**config.mk**
```make
export PLATFORM = sky130hd
export DESIGN_NAME = partial_product_stage
export DESIGN_NICKNAME = d
export VERILOG_FILES = /design/src/rtl/partial_product_stage.sv
export SDC_FILE = /design/constraint.sdc
export NUM_CORES = 1
export LEC_CHECK = 0
export ABC_CLOCK_PERIOD_IN_PS = 1800
export BUFFER_PORTS_ARGS = -buffer_cell sky130_fd_sc_hd__buf_2
export CORE_ASPECT_RATIO = 1.5
export CORE_MARGIN = 3
export CORE_UTILIZATION = 52
export CTS_BUF_LIST = sky130_fd_sc_hd__clkbuf_8
export DETAILED_ROUTE_END_ITERATION = 6
export GPL_TIMING_DRIVEN = 0
export PLACE_DENSITY = 0.84
export SKIP_CTS_REPAIR_TIMING = 1
export SKIP_LAST_GASP = 1
export SYNTH_ARGS = -nofsm -noshare
export SYNTH_HDL_FRONTEND = slang
export SYNTH_HIERARCHICAL = 1
export SYNTH_SLANG_ARGS = --single-unit
```
**constraint.sdc**
```tcl
create_clock -name clk -period 1.8 [get_ports clk]
set_input_delay 0.09 -clock clk [delete_from_list [all_inputs] [get_ports clk]]
set_output_delay 0.09 -clock clk [all_outputs]
set_load 0.005 [all_outputs]
```
**src/rtl/partial_product_stage.sv**
```systemverilog
// ---------------------------------------------------------------------------
// partial_product_stage
//   Front end of the multiplier datapath. Accepts one (op_a, op_b) pair per
//   valid/ready handshake, forms the N = 2**EXPONENT shifted and gated partial
//   products, and registers them onto pp_bus for the combinational adder tree.
//   The bus is held for SETTLE_CYCLES cycles so the tree can settle. After
//   that, pp_valid is raised and held until the downstream stage accepts it.
//
// Ports
//   clk       rising-edge clock
//   rst       asynchronous, active-high reset
//   in_valid  operand pair valid
//   in_ready  stage can accept a pair (from state and pp_ready only)
//   op_a      multiplicand, DATA_WIDTH bits
//   op_b      multiplier, N bits
//   pp_bus    packed partial products, pp[0] in the LSBs
//   pp_valid  pp_bus settled and valid
//   pp_ready  downstream accepts pp_bus
//   busy      stage is not idle
// ---------------------------------------------------------------------------

// One partial product: op_a gated by a single multiplier bit, shifted into
// place and truncated to DATA_WIDTH bits.
module pp_lane #(
    parameter int DATA_WIDTH = 8,
    parameter int SHIFT      = 0
) (
    input  logic [DATA_WIDTH-1:0] op_a,
    input  logic                  bit_b,
    output logic [DATA_WIDTH-1:0] pp
);
    assign pp = (op_a & {DATA_WIDTH{bit_b}}) << SHIFT;
endmodule

module partial_product_stage #(
    parameter int EXPONENT      = 2,
    parameter int DATA_WIDTH    = 8,
    parameter int SETTLE_CYCLES = 1
) (
    input  logic                             clk,
    input  logic                             rst,
    input  logic                             in_valid,
    output logic                             in_ready,
    input  logic [DATA_WIDTH-1:0]            op_a,
    input  logic [(2**EXPONENT)-1:0]         op_b,
    output logic [(2**EXPONENT)*DATA_WIDTH-1:0] pp_bus,
    output logic                             pp_valid,
    input  logic                             pp_ready,
    output logic                             busy
);
    localparam int N     = 2**EXPONENT;
    localparam int CNT_W = (SETTLE_CYCLES > 0) ? $clog2(SETTLE_CYCLES + 1) : 1;
    localparam logic [CNT_W-1:0] CNT_LOAD =
        (SETTLE_CYCLES > 0) ? CNT_W'(SETTLE_CYCLES - 1) : '0;

    typedef enum logic [1:0] {IDLE, SETTLE, VALID} state_t;

    state_t                      state, state_next;
    logic [CNT_W-1:0]            cnt, cnt_next;
    logic                        load;
    logic [N*DATA_WIDTH-1:0]     pp_next;

    // Partial-product lanes, pp[i] = (op_a & op_b[i]) << i.
    for (genvar i = 0; i < N; i++) begin : g_lane
        pp_lane #(
            .DATA_WIDTH (DATA_WIDTH),
            .SHIFT      (i)
        ) u_lane (
            .op_a  (op_a),
            .bit_b (op_b[i]),
            .pp    (pp_next[i*DATA_WIDTH +: DATA_WIDTH])
        );
    end

    // in_ready deliberately ignores in_valid so there is no combinational
    // loop through an upstream that waits for ready before raising valid.
    assign in_ready = ~rst & ((state == IDLE) | ((state == VALID) & pp_ready));
    assign busy     = (state != IDLE);

    always_comb begin
        state_next = state;
        cnt_next   = cnt;
        load       = 1'b0;
        case (state)
            IDLE: begin
                if (in_valid) load = 1'b1;
            end
            SETTLE: begin
                if (cnt == '0) state_next = VALID;
                else           cnt_next   = cnt - 1'b1;
            end
            VALID: begin
                // Hand-off and reload can happen on the same edge.
                if (pp_ready) begin
                    if (in_valid) load       = 1'b1;
                    else          state_next = IDLE;
                end
            end
            default: state_next = IDLE;
        endcase
        if (load) begin
            if (SETTLE_CYCLES == 0) begin
                state_next = VALID;
            end else begin
                state_next = SETTLE;
                cnt_next   = CNT_LOAD;
            end
        end
    end

    always_ff @(posedge clk or posedge rst) begin
        if (rst) begin
            state    <= IDLE;
            cnt      <= '0;
            pp_bus   <= '0;
            pp_valid <= 1'b0;
        end else begin
            state    <= state_next;
            cnt      <= cnt_next;
            pp_valid <= (state_next == VALID);
            if (load) pp_bus <= pp_next;
        end
    end
endmodule
```
Word level (Yosys, flattened, before mapping):

Index checks and enable logic that the tools add are counted.

* register bits after elaboration: 30
* input bits: 16
* word-level logic and storage cells: 30

* reduce and logical (&&, ||, !) cells: 3
* multiplexer cells: 11
* add/subtract/negate cells: 1
* bitwise logic cells: 8
* equal/unequal tests: 3

Operators by type and width (number)
* $and A8 B8 Y8: 1
* $mux W2: 4
* $and A7 B7 Y7: 1
* $and A6 B6 Y6: 1
* $pmux W2 S3: 1
* $and A5 B5 Y5: 1
* $mux W1: 5
* $eq A2 B2 Y1 const B: 2
* $reduce_bool A2 Y1: 2
* $and A1 B1 Y1: 2
* $eq A2 B1 Y1 const B: 1
* $logic_not A2 Y1: 1
* $pmux W1 S2: 1
* $not A1 Y1: 1
* $or A1 B1 Y1: 1
* $sub A1 B1 Y1 const B: 1

Longest topological paths before layout:

* depth after elaboration: 5
* gate-level depth with buffers: 4
* mapped depth without buffers: 3

Modules after synthesis:

The synthesis kept the hierarchy.

Modules (own cells, without submodules)
* partial_product_stage: instances 1, area an instance 1343.8 µm², seq. area each 875.8 µm², cells each 78
* pp_lane at g_lane[3].u_lane: instances 1, area an instance 57.6 µm², seq. area each 0.0 µm², cells each 9
* pp_lane at g_lane[2].u_lane: instances 1, area an instance 56.3 µm², seq. area each 0.0 µm², cells each 9
* pp_lane at g_lane[1].u_lane: instances 1, area an instance 55.1 µm², seq. area each 0.0 µm², cells each 9
* pp_lane at g_lane[0].u_lane: instances 1, area an instance 50.0 µm², seq. area each 0.0 µm², cells each 8

Worst setup path after synthesis:

Ideal clock, no wire load.

* path type: reg2reg
* from: reg state[1]
* to: reg pp_bus[10]
* library setup time: 125 ps
* period minus slack after synthesis: 1439 ps
* arrival time: 1314 ps
* setup slack: 361 ps
* cell stages (with the launch flop): 5
* cells stage by stage: dfrtp_1 nor2b_4 nor3b_4 buf_6 mux2_2

* longest elaborated chain between the ends: 2
* elaborated cells between the ends (all ways): 3

Ends and longest elaborated chain
* start: declaration: RTL line 58 `state_t state, state_next;`
* start signal: assignment: RTL line 118 `state <= state_next;`
* $eq A2 B2 Y1 or $logic_not A2 Y1 (tied branches): RTL line 84 `case (state)`
* $pmux W1 S2 *: RTL line 84
* end signal: assignment: RTL line 121 `if (load) pp_bus <= pp_next;`
* end: declaration: RTL line 46 `output logic [(2**EXPONENT)*DATA_WIDTH-1:0] pp_bus,`

Every way passes the cells marked *; elsewhere a longest branch is shown, timed or not.
A chain may end at the register's enable or synchronous reset.

==> flow_metrics.py <==
metrics = {
    "sta": {
        "period_share": 0.8772,
        "skew_ps": 4.446,
        "setup_viol": 0,
        "worst_slew_pin_slew_ps": 713.5,
        "timing.slew.headroom": 0.5237,
        "finalCriticalPeriod_ps": 1579,
        "max_freq_mhz": 633.3,
        "rsz0062_at_grt": "no",
        "hold_ws_ps": -62.38,
        "tns_ps": 0,
        "final-hold-violation-count": 35,
        "drv_slew": 0,
    },
    "power_and_ir_drop": {
        "p_seq_frac": 0.472,
        "p_int_mw": 1.674,
        "total_power_mw": 2.256,
        "switching_share": 0.2580,
        "irDropWorstVdd_uv": 844.8,
        "power_density_mw_per_mm2": 1145,
        "clockPowerShare": 0.266,
        "p_leak_nw": 1.034,
        "p_switching_uw": 582.1,
        "p_comb_frac": 0.262,
    },
    "final_layout": {
        "syn_to_final_growth_pct": 26.10,
        "finalInstanceArea_mm2": 0.001971,
        "nets": 189,
        "drive_gt1_frac": 0.5920,
        "n_antenna_cell": 0,
        "final-instance-count-excl-fill": 211,
        "final_common_cell": "buf_2",
        "layout_common_cells": "buf_2, dfrtp_1, mux2_2, and2_1, clkbuf_8",
    },
    "route": {
        "drc": 0,
        "wl_mm": 2.956,
        "dr.pass1.iters": 4,
        "avgRoutedWirePerCell_um": 14.01,
        "drtIter0Drc": 26,
        "drtAntennaViolNets": 0,
        "routed_via_density": 4.853,
        "vias": 1024,
    },
    "clock_tree": {
        "cts-root-buf": "clkbuf_8",
        "cts_tree": "built",
        "ctsLongestPathBuffers": 2,
        "cts_buffers": 5,
        "htree_levels": 2,
        "cts.sinks": 35,
        "cts.clk_slew.worst_paths_ps": 60,
        "insertion_delay_ps": 280,
    },
    "placement": {
        "place_inst": 203,
        "place.gp.congestion": 0.6662,
        "io_buffers": 50,
        "dp_hpwl_mm": 2.249,
        "place_area_mm2": 0.001871,
    },
    "worst_setup_path": {
        "timing_worst_setup_path_type": "reg2reg",
        "required_ps": 1960,
        "r2r_cells": 4,
        "crit_path_start_kind": "flip-flop",
        "crit_path_end_kind": "flip-flop",
        "path_max_fanout": 10,
        "crit_arrival_ps": 1740,
    },
    "floorplan": {
        "die_x_um": 50.76,
        "rows": 23,
        "start_util": 0.5657,
        "die_h_um": 73.14,
        "core_mm2": 0.002763,
        "die-area_mm2": 0.003713,
        "num_io_pins": 51,
    },
    "global_route": {
        "antenna_found_initial": 0,
        "track_usage": 0.1767,
        "grt_max_degree": 36,
        "grt_first_pass_wirelength_mm": 4.940,
        "grt_overflow": 0,
        "grt_pass1_vias": 1065,
    },
    "status": {
        "failed_checks": "negative hold slack",
        "status": "finished with violations",
    },
    "yosys": {
        "yosysWarnings": 6,
        "netlist_instances": 113,
        "ys_types": 12,
        "yosysSeqAreaShare": 0.5604,
        "syn_area_per_cell_um2": 13.83,
        "syn_area_mm2": 0.001563,
        "ys_ff_latch": 35,
    },
    "run": {
        "drv_cap": 0,
    },
    "min_path": {
        "hp-class": "in2async",
    },
}
==> metrics by stage <==
stage / utilization / setup WS, ps
floorplan: - / 360.8
global placement: 0.6771 / 251.5
detailed placement: 0.6771 / 232.2
CTS: 0.7133 / 205.1
global route: 0.7133 / 134.4
finish: 0.7133 / 221.1
==> critical path, stage by stage (launching register included) <==
cell and delay, ps:
dfrtp_1 390, nor2b_4 150, nor3b_4 360, buf_6 210, mux2_2 340
==> layout make-up <==
class	instances	area, um2
Inverter	2	7.507
Tap cell	37	46.29
Multi-Input combinational cell	70	611.8
Sequential cell	35	875.8
Clock buffer	7	96.34
Clock inverter	1	3.754
Fill cell	214	792.0
Buffer	9	78.83
Timing Repair Buffer	50	250.2
==> power groups by stage <==
stage | clock network, mW | logic [mW] | registers, mW
after floorplan | 0 | 0.311 | 1.10
after CTS | 0.621 | 0.604 | 1.07
after detailed placement | 0 | 0.600 | 1.08
after global placement | 0 | 0.577 | 1.07
final | 0.600 | 0.591 | 1.07
after global routing | 0.656 | 0.651 | 1.09
==> synthesized netlist by cell type, drive strengths merged <==
cell type  number  area share
buf             9       0.050
and2           26        0.10
nor3            1      0.0032
dfrtp          35        0.56
or2             1      0.0040
conb            3      0.0072
nor2b           1      0.0088
inv             2      0.0048
nor3b           1       0.012
mux2           34        0.24
==> kinds of logic after synthesis <==
family,share of synthesized area
buf+inv,0.05524
flops,0.5604
mux,0.2450
other cells,0.007205
simple gates,0.1321
==> layer usage <==
metal	vias up	wire, um	track usage
met1	505	1091	0.1951
met2	36	1640	0.3183
met4	0	7	0.05389
met3	2	217	0.05726
li1	481	-	-
met5	-	0	0
==> path summary, 6_finish.rpt <==
| path | from | endpoint | slack, ps |
|---|---|---|---|
| max in group asynchronous | rst | pp_bus[17]$_DFFE_PP0P_ | 1400 |
| worst max register to register | state[1]$_DFF_PP0_ | pp_bus[8]$_DFFE_PP0P_ | 220 |
| worst max-delay path | state[1]$_DFF_PP0_ | pp_bus[8]$_DFFE_PP0P_ | 220 |
| worst min-delay path | rst | pp_bus[10]$_DFFE_PP0P_ | -60 |
| min in group clk | op_a[7] | pp_bus[7]$_DFFE_PP0P_ | 150 |
| worst min register to register | pp_bus[14]$_DFFE_PP0P_ | pp_bus[14]$_DFFE_PP0P_ | 500 |
==> state kept, by name (all words and copies together) (netlist names) <==
signal and count:
state 2, pp_valid 1, pp_bus 32
Power figures use the tool's default switching activity.
